[config.mk]
export PLATFORM = sky130hd
export DESIGN_NAME = pipelined_add_sub
export DESIGN_NICKNAME = d
export VERILOG_FILES = /design/src/rtl/pipelined_add_sub.sv
export SDC_FILE = /design/constraint.sdc
export NUM_CORES = 1
export LEC_CHECK = 0
export ABC_AREA = 1
export CAP_MARGIN = 5
export CORE_MARGIN = 3
export CORE_UTILIZATION = 40
export CTS_BUF_LIST = sky130_fd_sc_hd__clkbuf_16
export DETAILED_ROUTE_END_ITERATION = 7
export MAX_ROUTING_LAYER = met4
export SLEW_MARGIN = 20
export SYNTH_ARGS = -nofsm -noshare
export SYNTH_HDL_FRONTEND = slang
export SYNTH_SLANG_ARGS = --single-unit
[constraint.sdc]
create_clock -name clk -period 3.45 [get_ports clk]
set_input_delay 0.5175 -clock clk [delete_from_list [all_inputs] [get_ports clk]]
set_output_delay 0.5175 -clock clk [all_outputs]
set_load 0.1 [all_outputs]
[src/rtl/pipelined_add_sub.sv]
// Pipelined two's-complement adder/subtractor: the WIDTH-bit carry chain is cut
// into STAGES equal chunks, one register stage per chunk, valid/ready on both sides.
module pipelined_add_sub #(
    parameter int WIDTH  = 16,
    parameter int STAGES = 4
) (
    input  logic             clk,
    input  logic             rst,
    input  logic             in_valid,
    output logic             in_ready,
    input  logic [WIDTH-1:0] a,
    input  logic [WIDTH-1:0] b,
    input  logic             cin,
    input  logic             sub,
    output logic             out_valid,
    input  logic             out_ready,
    output logic [WIDTH-1:0] s,
    output logic             cout,
    output logic             ovf
);

    localparam int C   = WIDTH / STAGES;
    localparam int MSB = WIDTH - 1;

    logic              stall;
    logic [STAGES-1:0] v_q;
    logic [STAGES-1:0] v_n;
    logic [STAGES-1:0] c_q;
    logic [STAGES-1:0] c_n;
    logic [STAGES-1:0] ci;
    logic [WIDTH-1:0]  a_q    [STAGES];
    logic [WIDTH-1:0]  eb_q   [STAGES];
    logic [WIDTH-1:0]  s_q    [STAGES];
    logic [WIDTH-1:0]  a_src  [STAGES];
    logic [WIDTH-1:0]  eb_src [STAGES];
    logic [WIDTH-1:0]  s_src  [STAGES];
    logic [WIDTH-1:0]  s_n    [STAGES];
    logic              ovf_q;
    logic              ovf_n;

    assign stall    = v_q[STAGES-1] && !out_ready;
    assign in_ready = !stall;

    for (genvar k = 0; k < STAGES; k++) begin : g_stage
        logic [C:0] chunk;

        if (k == 0) begin : g_first
            assign a_src[k]  = a;
            assign eb_src[k] = sub ? ~b : b;
            assign s_src[k]  = '0;
            assign ci[k]     = sub ? ~cin : cin;
            assign v_n[k]    = in_valid;
        end else begin : g_rest
            assign a_src[k]  = a_q[k-1];
            assign eb_src[k] = eb_q[k-1];
            assign s_src[k]  = s_q[k-1];
            assign ci[k]     = c_q[k-1];
            assign v_n[k]    = v_q[k-1];
        end

        assign chunk  = {1'b0, a_src[k][k*C +: C]} + {1'b0, eb_src[k][k*C +: C]}
                      + {{C{1'b0}}, ci[k]};
        // Partial sums are zero above the chunks already done, so OR-in is a merge.
        assign s_n[k] = s_src[k] | (WIDTH'(chunk[C-1:0]) << (k*C));
        assign c_n[k] = chunk[C];
    end

    assign ovf_n = (a_src[STAGES-1][MSB] == eb_src[STAGES-1][MSB]) &&
                   (s_n[STAGES-1][MSB] != a_src[STAGES-1][MSB]);

    always_ff @(posedge clk) begin
        if (rst) begin
            v_q   <= '0;
            c_q   <= '0;
            ovf_q <= 1'b0;
            for (int unsigned k = 0; k < STAGES; k++) begin
                a_q[k]  <= '0;
                eb_q[k] <= '0;
                s_q[k]  <= '0;
            end
        end else if (!stall) begin
            v_q   <= v_n;
            c_q   <= c_n;
            ovf_q <= ovf_n;
            for (int unsigned k = 0; k < STAGES; k++) begin
                a_q[k]  <= a_src[k];
                eb_q[k] <= eb_src[k];
                s_q[k]  <= s_n[k];
            end
        end
    end

    assign out_valid = v_q[STAGES-1];
    assign s         = s_q[STAGES-1];
    assign cout      = c_q[STAGES-1];
    assign ovf       = ovf_q;

endmodule

## After elaboration in Yosys (flattened, before gate mapping)

Memory sizes are Yosys's and may differ from the RTL's.
Cells that the tools add are included.

| word-level totals | value |
|---|---|
| register bits | 9 |
| bits in latches | 0 |
| memory bits (writable) | 192 |
| memory bits (read-only) | 0 |
| input bits | 38 |
| output and inout bits | 20 |
| memories kept | 3 |

| operators by class | value |
|---|---|
| add/sub/neg operators | 8 |
| multipliers | 0 |
| divide/modulo/power cells | 0 |
| order comparisons | 0 |
| equality and inequality tests | 2 |
| shift operators | 0 |
| muxes and demuxes | 19 |
| bitwise operators | 17 |
| reductions and logical operators | 4 |

Memory list:

| name | words | width | rd ports | clocked after Yosys merged registers in | write ports | line | text |
|---|---|---|---|---|---|---|---|
| a_q | 4 | 16 | 3 | 0 | 4 | 31 | `logic [WIDTH-1:0] a_q [STAGES];` |
| eb_q | 4 | 16 | 3 | 0 | 4 | 32 | `logic [WIDTH-1:0] eb_q [STAGES];` |
| s_q | 4 | 16 | 4 | 0 | 4 | 33 | `logic [WIDTH-1:0] s_q [STAGES];` |

Operators by type and width:

| cell | count |
|---|---|
| $mux 16 | 13 |
| $add 4x4->5 | 4 |
| $add 5x1->5 | 4 |
| $not 16->16 | 1 |
| $or 16x12->16 | 1 |
| $or 16x16->16 | 1 |
| $or 16x8->16 | 1 |
| $or 1x1->1 | 12 |
| $mux 1 | 6 |
| $logic_and 1x1->1 | 2 |
| $logic_not 1->1 | 2 |
| $eq 1x1->1 | 1 |
| $ne 1x1->1 | 1 |
| $not 1->1 | 1 |

## Longest topological paths before layout

Gate-level depths: netlist of the first run.

| depth | value |
|---|---|
| depth after elaboration | 6 |
| mapped depth | 9 |
| gate-level depth less buffers | 8 |

## Least setup slack after synthesis of the first run

OpenSTA, ideal clock, no wires.

| timing | value |
|---|---|
| path type | reg-to-reg |
| start point | register v_q[3] |
| end point | memory a_q[0][10], enable pin |
| data arrival time | 2.978 ns |
| path slack | 0.028 ns |
| cell stages (with the launch flop) | 4 |
| clock period less this slack | 3.422 ns |
| path through | dfxtp_1 -> nand2_4 -> nor2_4 -> inv_1 |

RTL lines:

| what | line | text |
|---|---|---|
| from (decl) | 26 | `logic [STAGES-1:0] v_q;` |
| from (signal assigned) | 82 | `v_q <= v_n;` |
| to (decl) | 31 |  |

## Final worst setup path of the first run

| timing | value |
|---|---|
| start point | register v_q[3] |
| end point | output out_valid |

RTL lines:

| what | line | text |
|---|---|---|
| to (decl) | 15 | `output logic out_valid,` |

No word-level cell between the ends.

==> results of run 1 <==
[cell families after synthesis]
logic type / after synthesis / synth area share, %
xor+xnor: 18 / 3.64
compound gates: 20 / 2.37
simple gates: 130 / 12.1
fa+ha+maj: 20 / 7.16
buf+inv: 98 / 9.58
flops: 97 / 65.1
[area by class of cell]
type	count	area [µm²]
Inverter	87	328
Clock buffer	9	225
Sequential cell	97	2820
Timing Repair Buffer	62	606
Multi-Input combinational cell	188	1100
Clock inverter	7	78.8
Tap cell	136	170
Fill cell	929	5090
[layer usage]
metal / vias to the layer above / wire length, µm / global-route usage [%]
met1: 1110 / 2850 / 14.0
met3: 11 / 295 / 3.15
met5: - / 0 / -
met4: 0 / 156 / 6.16
li1: 1323 / - / -
met2: 55 / 2950 / 19.4
[synthesized netlist by cell type, drive strengths merged]
cell type	instances
nand2	28
ha	12
inv	87
dfxtp	9
xnor2	12
buf	11
nor3b	1
fa	8
o21ai	6
xor2	6
a21oi	12
nor2	91
o22ai	2
nand3	10
edfxtp	88
[cell usage in the layout (no fill, tap or decap)]
cell type	count
nand3_1	10
nor2_1	90
clkbuf_16	9
o21ai_1	1
clkinv_2	1
nand2_1	26
bufinv_16	2
inv_2	2
inv_1	87
ha_1	12
o21ai_0	5
a21oi_1	12
dfxtp_1	9
fa_1	8
clkinv_1	2
nand2_4	2
edfxtp_1	88
xor2_1	6
clkdlybuf4s50_1	56
nor2_4	1
xnor2_1	12
o22ai_1	2
buf_4	6
nor3b_1	1
[stage by stage]
stage	setup slack, ns	hold slack, ns	std cells
2_1_floorplan	0.0284	0.430	383
3_3_place_gp	0.850	0.443	570
3_5_place_dp	0.802	0.450	570
4_1_cts	1.05	0.461	586
5_1_grt	1.03	0.498	586
6_report	1.08	0.460	586
[power by group]
part	internal [mW]	switching, mW	total [mW]	leakage (nW)
Clock	0.622	0.387	1.01	0.158
Combinational	0.126	0.204	0.331	0.999
Sequential	1.37	0.0251	1.39	1.12
Total	2.12	0.617	2.73	2.28
[state kept, by name, summed over array words and instances (netlist names)]
| name | cells |
|---|---|
| a_q | 24 |
| v_q | 4 |
| ovf | 1 |
| c_q | 4 |
| eb_q | 24 |
| s_q | 40 |
[worst min-delay path: cells and delay by family (launching register included)]
family | cells | cell delay (ns)
and+or+nand+nor | 2 | 0.10
DFF | 1 | 0.31
[worst paths after layout]
kind	end	start	cells after the start
worst max-delay path	out_valid	v_q[3]	1
worst min-delay path	ovf	ovf	2
worst max register to register	c_q[3]	a_q[0][44]	6
worst min register to register	ovf	ovf	2
==> flow_summary.ini, run 1 <==
[status]
status = finished clean

[setup_path]
critPathTopFamily = buffers and inverters
crit_required_ns = 2.93
cp_max_fo = 2
arrival_ns = 1.85
cp-start-kind = flop
end_kind = output port
path_cells = clkdlybuf4s50_1
path_buf_inv = 1
rrSetupSlack_ns = 1.73
worstSetupPathType = reg -> out
crit_slowest_cell = clkdlybuf4s50_1
slowest_delay_ns = 1.15

[clocking]
cts_resized = 0
clock_path_buffers = 2
h-tree-depth = 3
clock_latency_ns = 0.33
cts_tree = done
post_cts_buffers = 0
path_clk_slew_ns = 0.06
ctsHoldBuffers = 0
cts_root_buf = clkbuf_16
cts_made_buffers = 9
cts_num_sinks = 97

[cells_and_area]
diodes = 0
drive_gt1_share_pct = 5.11
final_core_util_pct = 51.1
fin_nets = 503
syn2layout_area_growth_pct = 22.9
final_cell_area_um2 = 5330

[route]
vias = 2499
postRouteAntennaNets = 0
viasPerCell = 4.26
drc = 0
drt-initial-drc-count = 137
routed_wl_mm = 6.25
first_pass_iters = 4
wl_per_cell_um = 10.7

[grt]
overflow = 0
grt_pass1_vias = 2488
grt_pass1_wl_mm = 10.9
grt_max_degree = 59
antenna_found_initial = 0
grt.total_usage_pct = 12.1

[min_path]
hp-class = reg -> reg

[job]
cap_violations = 0

[floorplan]
initial_core_util_pct = 41.6
io_pins = 58
die_w_um = 110
core-area_um2 = 10400
dieHeight_um = 110
dieArea_um2 = 12100
rows = 37

[synth]
syn_area_um2 = 4340
synth.distinct_cells = 21
syn_inst = 383
ys_seq_area_share_pct = 65.1
synth_top_cell_area_share_pct = 61.0
syn_nets = 441
yosysWarnings = 0
synth.avg_cell_area_um2 = 11.3
ys_top_cells_by_area = edfxtp_1, nor2_1, inv_1
synth_area_leader_cell = edfxtp_1
ys_seq_elements = 97

[placed_design]
port_buffers = 57
globalplace.congestion = 0.749
place_area_um2 = 5020
hpwl_mm = 4.21

[power]
power_density_nw_per_um2 = 513
power_mw = 2.73
p_leak_nw = 2.28
max-vdd-ir-drop_mv = 0.270

[timing]
tns_ns = 0
fin_crit_ns = 2.37
hold_viol_final = 0
fin_crit_sh_pct = 68.7
slew_viol_final = 0
rsz0062_at_grt = false
worst_slew_margin_rel_pct = 34.9
skew_ns = 0.00304
setup_violations = 0
tightest_slew_ns = 0.973
fmax_mhz = 422
(Power assumes the default switching activity.)
==> run 2, diff against run 1 <==
==> constraint.sdc (replaced) <==
create_clock -name clk -period 2.1 [get_ports clk]
set_input_delay 0.315 -clock clk [delete_from_list [all_inputs] [get_ports clk]]
set_output_delay 0.315 -clock clk [all_outputs]
set_load 0.1 [all_outputs]
==> run 2 against run 1 <==
Compared with the run above: count of clock-buffer cells in the layout unchanged; die area unchanged; design area increased by 1.1%; register-to-register slack got worse by 1.4 ns; via count decreased by 0.88%; non-clock buffer count increased by 4; critical endpoint is now s_q[0][2]; largest cell class unchanged.
==> flow_summary.ini, run 2 (synthesis gave the netlist of run 1 again) <==
[grt]
grt.total_usage_pct = 11.8
antenna_found_initial = 0
grt_max_degree = 38
overflow = 0
grt_pass1_vias = 2387
grt_pass1_wl_mm = 10.7

[setup_path]
crit_slowest_cell = clkdlybuf4s50_1
arrival_ns = 2.11
slowest_delay_ns = 0.49
rrSetupSlack_ns = 0.35
rr_worst_depth = 6
cp_max_fo = 3
crit_required_ns = 2.18
cp-start-kind = input pin
path_cells = clkdlybuf4s50_1 -> xor2_1 -> fa_1 -> fa_1 -> o21ai_0 -> a21oi_1
end_kind = flop
worstSetupPathType = in -> reg
crit_start = sub
worstReg2RegEnd = c_q[3]
critPathCapture = s_q[0][2]
path_common_cell = fa_1
r2r_start = a_q[0][44]

[route]
highest_layer = met4
first_pass_iters = 4
drt-initial-drc-count = 130
dr_wl_met2_mm = 3.09
routed_wl_mm = 6.41
wl_met3_um = 268
vias = 2477
viasPerCell = 4.20
drc = 0
postRouteAntennaNets = 0
met1_length_mm = 2.98
wl_per_cell_um = 10.9

[cells_and_area]
largest_reg_flops = 40
final_core_util_pct = 51.7
final_cell_mix = nor2_1, edfxtp_1, inv_1
drive_gt1_share_pct = 11.0
final_common_cell = nor2_1
fin_nets = 507
final_cell_area_um2 = 5390
diodes = 0
syn2layout_area_growth_pct = 24.2
largest-register = s_q
fin_cells = 590
top_regs = s_q (40), a_q (24), eb_q (24)
n_fill_cell = 959

[clocking]
cts_num_sinks = 97
cts_root_buf = clkbuf_16
post_cts_buffers = 0
path_clk_slew_ns = 0.06
h-tree-depth = 3
clock_latency_ns = 0.33
cts_resized = 0
ctsHoldBuffers = 0
cts_tree = done
cts_made_buffers = 9
clock_path_buffers = 2

[placed_design]
place_area_um2 = 5100
globalplace.congestion = 0.820
port_buffers = 57
hpwl_mm = 4.56
dp.cells = 574

[floorplan]
dieHeight_um = 110
die_w_um = 110
io_pins = 58
core-area_um2 = 10400
initial_core_util_pct = 41.6
dieArea_um2 = 12100
rows = 37

[timing]
tightest_slew_ns = 0.336
setup_violations = 0
hold_viol_final = 0
fmax_mhz = 494
fin_crit_ns = 2.03
worst_slew_margin_rel_pct = 77.6
rsz0062_at_grt = false
slew_viol_final = 0
skew_ns = 0.00442
fin_crit_sh_pct = 96.5

[power]
p_leak_nw = 2.35
max-vdd-ir-drop_mv = 0.328
power_density_nw_per_um2 = 818
power_mw = 4.40

[job]
cap_violations = 0

[min_path]
hold_start = v_q[0]
hp-class = reg -> reg

[status]
status = finished clean
-- run 2: changes by cell type in the layout (fill, tap and decap cells not counted), sizes merged --
cell           delta
buf              +23
clkinvlp          +2
inv               -1
bufinv            -1
clkdlybuf4s50    -19
-- run 2: how the worst min path moves through the flow --
stage,cells past startpoint,slack (ns),endpoint
4_1_cts,2,0.45,ovf
2_1_floorplan,1,0.37,v_q[3]
3_5_place_dp,2,0.44,ovf
5_1_grt,2,0.48,ovf
6_report,2,0.45,v_q[0]
3_3_place_gp,2,0.44,v_q[0]
-- run 2: stage by stage --
step           worst slack (ns)  hold WS (ns)  TNS [ns]
4_1_cts                  0.0836         0.453         0
3_5_place_dp             -0.278         0.445    -0.877
2_1_floorplan            -0.580         0.374    -52.26
5_1_grt                  0.0158         0.480         0
6_report                 0.0742         0.449         0
3_3_place_gp             -0.244         0.442    -0.709
-- run 2: layout make-up --
type / count / area [µm²] / area share, %
Inverter: 87 / 330 / 6.13
Tap cell: 136 / 170 / 3.16
Timing Repair Buffer: 66 / 663 / 12.3
Multi-Input combinational cell: 188 / 1110 / 20.5
Sequential cell: 97 / 2830 / 52.5
Clock inverter: 7 / 63.8 / 1.18
Clock buffer: 9 / 225 / 4.18
-- run 2: layer usage --
| layer | up-vias | global-route usage [%] |
|---|---|---|
| met2 | 47 | 18.7 |
| met3 | 6 | 2.33 |
| met4 | 0 | 5.98 |
| met5 | - | - |
| li1 | 1328 | - |
| met1 | 1096 | 14.5 |
-- run 2: power breakdown --
part | switching, mW | internal [mW] | leakage (nW) | total (mW)
sequential | 0.0409 | 2.25 | 1.12 | 2.29
clock | 0.643 | 0.911 | 0.148 | 1.55
combinational | 0.344 | 0.216 | 1.08 | 0.561
-- run 2: critical path: cells and delay by family --
family	cells	cell delay, ns
compound gates	2	0.23
xor+xnor	1	0.21
fa+ha+maj	2	0.86
buf+inv	1	0.49
